**config.mk**
```make
export PLATFORM = sky130hd
export DESIGN_NAME = multiply_arbiter
export DESIGN_NICKNAME = d
export VERILOG_FILES = /design/src/rtl/multiply_arbiter.sv
export SDC_FILE = /design/constraint.sdc
export NUM_CORES = 1
export LEC_CHECK = 0
export BUFFER_PORTS_ARGS = -buffer_cell sky130_fd_sc_hd__buf_2
export CELL_PAD_IN_SITES_DETAIL_PLACEMENT = 0
export CELL_PAD_IN_SITES_GLOBAL_PLACEMENT = 1
export CORE_MARGIN = 1.5
export CORE_UTILIZATION = 43
export DETAILED_ROUTE_END_ITERATION = 8
export GPL_ROUTABILITY_DRIVEN = 0
export PLACE_DENSITY = 0.9
export SLEW_MARGIN = 40
export SYNTH_ARGS = -nofsm -noshare
export SYNTH_HDL_FRONTEND = slang
export SYNTH_SLANG_ARGS = --single-unit
```
**constraint.sdc**
```tcl
create_clock -name clk -period 6.3 [get_ports clk]
set_input_delay 0.63 -clock clk [delete_from_list [all_inputs] [get_ports clk]]
set_output_delay 0.63 -clock clk [all_outputs]
set_load 0.02 [all_outputs]
```
**src/rtl/multiply_arbiter.sv**
```systemverilog
// Round-robin arbiter sharing one registered 18x18 signed fixed-point multiplier
// between N_REQ requesters; results return tagged with the requester index.

module multiply (
  input  logic               clk,
  input  logic               rst,
  input  logic               ce,
  input  logic signed [17:0] a,
  input  logic signed [17:0] b,
  output logic signed [35:0] p
);
  always_ff @(posedge clk) begin
    if (rst)     p <= '0;
    else if (ce) p <= a * b;
  end
endmodule

module multiply_arbiter #(
  parameter int WDTH    = 18,
  parameter int N_REQ   = 4,
  parameter int ID_WDTH = 2
) (
  input  logic                    clk,
  input  logic                    rst_n,
  input  logic [N_REQ-1:0]        in_valid,
  input  logic [N_REQ*WDTH-1:0]   in_x,
  input  logic [N_REQ*WDTH-1:0]   in_y,
  output logic [N_REQ-1:0]        in_ready,
  output logic                    out_valid,
  output logic [ID_WDTH-1:0]      out_id,
  output logic [WDTH-1:0]         out_z,
  output logic                    busy
);
  localparam int STAGES = 3;

  logic [ID_WDTH-1:0]     rr_ptr;
  logic [N_REQ-1:0]       grant;
  logic [ID_WDTH-1:0]     grant_idx;
  logic                   found;
  logic signed [WDTH-1:0] x_sel, y_sel;

  logic [STAGES:1]        vld_pipe;
  logic [ID_WDTH-1:0]     id1, id2;
  logic signed [17:0]     x1, y1;
  logic signed [35:0]     prod;

  // Search offsets 1..N_REQ from the last grant; the first valid requester wins.
  always_comb begin
    grant     = '0;
    grant_idx = rr_ptr;
    found     = 1'b0;
    x_sel     = '0;
    y_sel     = '0;
    for (int k = 1; k <= N_REQ; k++) begin
      for (int i = 0; i < N_REQ; i++) begin
        if (rst_n && !found && in_valid[i] && (i == (int'(rr_ptr) + k) % N_REQ)) begin
          found     = 1'b1;
          grant[i]  = 1'b1;
          grant_idx = ID_WDTH'(i);
          x_sel     = in_x[i*WDTH +: WDTH];
          y_sel     = in_y[i*WDTH +: WDTH];
        end
      end
    end
  end

  assign in_ready = grant;

  always_ff @(posedge clk) begin
    if (!rst_n) begin
      rr_ptr   <= ID_WDTH'(N_REQ - 1);
      vld_pipe <= '0;
      id1      <= '0;
      id2      <= '0;
      x1       <= '0;
      y1       <= '0;
    end else begin
      if (found) rr_ptr <= grant_idx;
      vld_pipe <= {vld_pipe[STAGES-1:1], found};
      id1      <= grant_idx;
      id2      <= id1;
      x1       <= 18'(x_sel);
      y1       <= 18'(y_sel);
    end
  end

  multiply u_mul (
    .clk (clk),
    .rst (~rst_n),
    .ce  (1'b1),
    .a   (x1),
    .b   (y1),
    .p   (prod)
  );

  // Output registers hold their last result between pulses.
  always_ff @(posedge clk) begin
    if (!rst_n) begin
      out_id <= '0;
      out_z  <= '0;
    end else if (vld_pipe[2]) begin
      out_id <= id2;
      out_z  <= WDTH'(prod >>> (WDTH - 1));
    end
  end

  assign out_valid = vld_pipe[3];
  assign busy      = |vld_pipe;
endmodule

```
==> flow_summary.yaml <==
yosys:
  synth_cell_type_count: 75
  yosysWarnings: 0
  synthTopCellsByArea: "fa_1 38%, dfxtp_1 9.7%, inv_1 7.3%, ha_1 6.3%, nand2_1 5.6%"
  synth_top_area_frac: 0.376
  synth_area_leader_cell: "fa_1"
  syn_avg_cell_area_um2: 8.80
  synth-main-ff-cell: "dfxtp_1"
  synth-edff-count: 0
  ys_seq_elements: 83
  syn_area_um2: 17100
  synth-seq-area-share: 0.0970
  async_reset_ff_frac: 0
  synthCells: 1947
  syn_nets: 2505
worst_setup_path:
  critPathTopFamily: "adder cells"
  path_buf_inv: 3
  required_ps: 6570
  arrival_ps: 6330
  worstPathCellList: "buf_4, and2_1, fa_1, fa_1, inv_1, fa_1, fa_1, fa_1, fa_1, inv_1, ha_1, a21oi_2, o21bai_1, a221o_1, a2111oi_4, or3_4, a31oi_2, o21a_1, nor3b_1"
  crit_top_cell: "fa_1"
  cp_slowest_cell: "fa_1"
  setup.worst_path.end_class: "register"
  worstPathMaxFanout: 8
  cp-start-kind: "register"
  cpPeakStageDelay_ps: 570
  critPathKind: "register to register"
timing:
  finalSetupTns_ps: 0
  period_share: 0.962
  holdWs_ps: 477
  slew_headroom: 0.359
  fmax_mhz: 165
  slew_violations: 0
  setup_viol: 0
  fin_ws_ps: 237
  min_period_ps: 6060
  hold_viol: 0
  clock_skew_ps: 10.7
  tightest_slew_ps: 956
global_routing:
  grt_max_degree: 72
  grt-ovfl-total: 0
  grt_usage: 0.255
  grt_pass1_vias: 15641
  grt_pass1_wl_um: 83300
  antenna_found_initial: 4
floorplan:
  die_area_um2: 41000
  core_area_um2: 39000
  placementRows: 72
  initial_utilization: 0.439
  fp.dieH_um: 203
  pin_count: 176
  die_w_um: 203
clock_tree:
  cts_tree: "built"
  root_buffer: "clkbuf_16"
  clockBufferDepth: 2
  clkSinkCount: 83
  cts_made_buffers: 9
  cts_hold_buf: 0
  path_clk_slew_ps: 60
  clock_latency_ps: 360
  htree_num_levels: 3
finish:
  final_layout_size_suffix_gt1_frac: 0.163
  final_area_um2: 19100
  syn_to_final_growth_pct: 11.7
  stdcell_count: 2605
  nets: 2638
place:
  dp_cells: 2585
  hpwl_um: 40500
  pre_cts_ws_ps: -47.4
  portBuffers: 175
  place_area_um2: 18700
route:
  routedWlPerCell_um: 19.6
  ant_nets: 0
  drcViolationCount: 0
  dr_total_vias: 14951
  initialDrtViolationCount: 1383
  drt_wl_total_um: 51000
  via_per_inst: 5.74
  drt_first_pass_iters: 8
flow_run:
  max_cap_viol_count: 0
power_and_ir_drop:
  p_leak_nw: 8.42
  max-vdd-ir-drop_mv: 0.145
  power_density_nw_per_um2: 249
hold_path:
  worstHoldPathType: "register to register"
run_status:
  status: "complete, no violations"
-- through the flow --
stage / power, mW / util
2_1_floorplan: 3.19 / -
3_3_place_gp: 3.98 / 0.478
3_5_place_dp: 4.11 / 0.480
4_1_cts: 4.74 / 0.488
5_1_grt: 5.29 / 0.490
6_report: 4.77 / 0.491
-- power by group --
group,total (mW),leakage [nW],internal [mW],switching (mW)
Combinational,3.39,7.57,1.45,1.93
Clock,0.603,0.161,0.383,0.221
Sequential,0.781,0.689,0.645,0.136
Total,4.77,8.42,2.48,2.29
-- cells in the mapped netlist, types with 17 or more instances --
| master | number |
|---|---|
| a211oi_1 | 44 |
| a21oi_1 | 42 |
| a221oi_1 | 17 |
| a222oi_1 | 32 |
| and2_1 | 128 |
| buf_2 | 28 |
| clkbuf_1 | 83 |
| dfxtp_1 | 83 |
| fa_1 | 322 |
| ha_1 | 86 |
| inv_1 | 332 |
| mux2i_1 | 26 |
| nand2_1 | 256 |
| nand2b_1 | 18 |
| nand3_1 | 26 |
| nor2_1 | 60 |
| nor2b_1 | 26 |
| nor3b_1 | 17 |
| o21ai_0 | 55 |
| o221ai_1 | 32 |
| o22ai_1 | 31 |
| xnor2_1 | 18 |
-- sequential cells by signal (all words and copies together), names as in the netlist --
signal    cells
rr_ptr        2
x1           18
y1           18
out_id        2
vld_pipe      3
out_z        18
id2           2
id1           2
u_mul.p      18
-- routing by layer --
| metal | up-vias | global-route usage | wire length (um) |
|---|---|---|---|
| li1 | 6656 | - | - |
| met1 | 7390 | 0.342 | 21100 |
| met2 | 787 | 0.410 | 23300 |
| met3 | 118 | 0.0571 | 5300 |
| met4 | 0 | 0.0772 | 1400 |
| met5 | - | 0 | 0 |
-- final timing paths --
check / start / to / slack [ps] / depth (start not counted)
max: y1[8] / u_mul.p[33] / 240 / 19
min: id1[1] / id2[1] / 480 / 1
max reg2reg: y1[8] / u_mul.p[33] / 240 / 19
min reg2reg: id1[1] / id2[1] / 480 / 1
-- logic make-up (layout without fill, tap and decap cells) --
| kind of cell | after synthesis | in the layout | synth area share |
|---|---|---|---|
| flops | 83 | 83 | 0.0970 |
| mux | 27 | 27 | 0.0158 |
| compound gates | 354 | 354 | 0.155 |
| simple gates | 592 | 592 | 0.174 |
| buf+inv | 458 | 594 | 0.106 |
| fa+ha+maj | 408 | 408 | 0.439 |
| other cells | 0 | 4 | 0 |
| xor+xnor | 25 | 25 | 0.0128 |
-- worst reg2reg max path, stage by stage (launching register included) --
cell,delay [ps]
dfxtp_1,450
buf_4,200
and2_1,160
fa_1,460
fa_1,530
inv_1,70
fa_1,490
fa_1,570
fa_1,430
fa_1,490
inv_1,40
ha_1,340
a21oi_2,180
o21bai_1,110
a221o_1,390
a2111oi_4,350
or3_4,220
a31oi_2,120
o21a_1,200
nor3b_1,170
-- cell type report --
class | instances | area, um^2
flip-flops and latches | 83 | 1680
well taps | 518 | 648
clock buffers | 9 | 225
inverters | 332 | 1250
fillers | 3595 | 19900
multi-input cells | 1406 | 13700
clock inverters | 5 | 104
diodes | 4 | 10.0
repair buffers | 248 | 1480
-- placed cells by master, fill, tap and decap left out, types with 15 or more instances in the layout --
| cell | n |
|---|---|
| a211oi_1 | 44 |
| a21oi_1 | 40 |
| a221oi_1 | 17 |
| a222oi_1 | 32 |
| a31oi_1 | 15 |
| and2_1 | 127 |
| buf_2 | 175 |
| buf_4 | 69 |
| dfxtp_1 | 70 |
| fa_1 | 320 |
| ha_1 | 86 |
| inv_1 | 330 |
| mux2i_1 | 26 |
| nand2_1 | 256 |
| nand2b_1 | 18 |
| nand3_1 | 26 |
| nor2_1 | 60 |
| nor2b_1 | 26 |
| nor3b_1 | 17 |
| o21ai_0 | 54 |
| o221ai_1 | 32 |
| o22ai_1 | 31 |
| xnor2_1 | 18 |
-- what timing repair did --
item | CTS | global route
endpoints found under the setup margin | 3 | 8
endpoints found under the hold margin | 0 | 0
buffers inserted | 0 | 2
pin swaps | 0 | 3
gates resized for setup | 3 | 24
(Power assumes the default switching activity.)
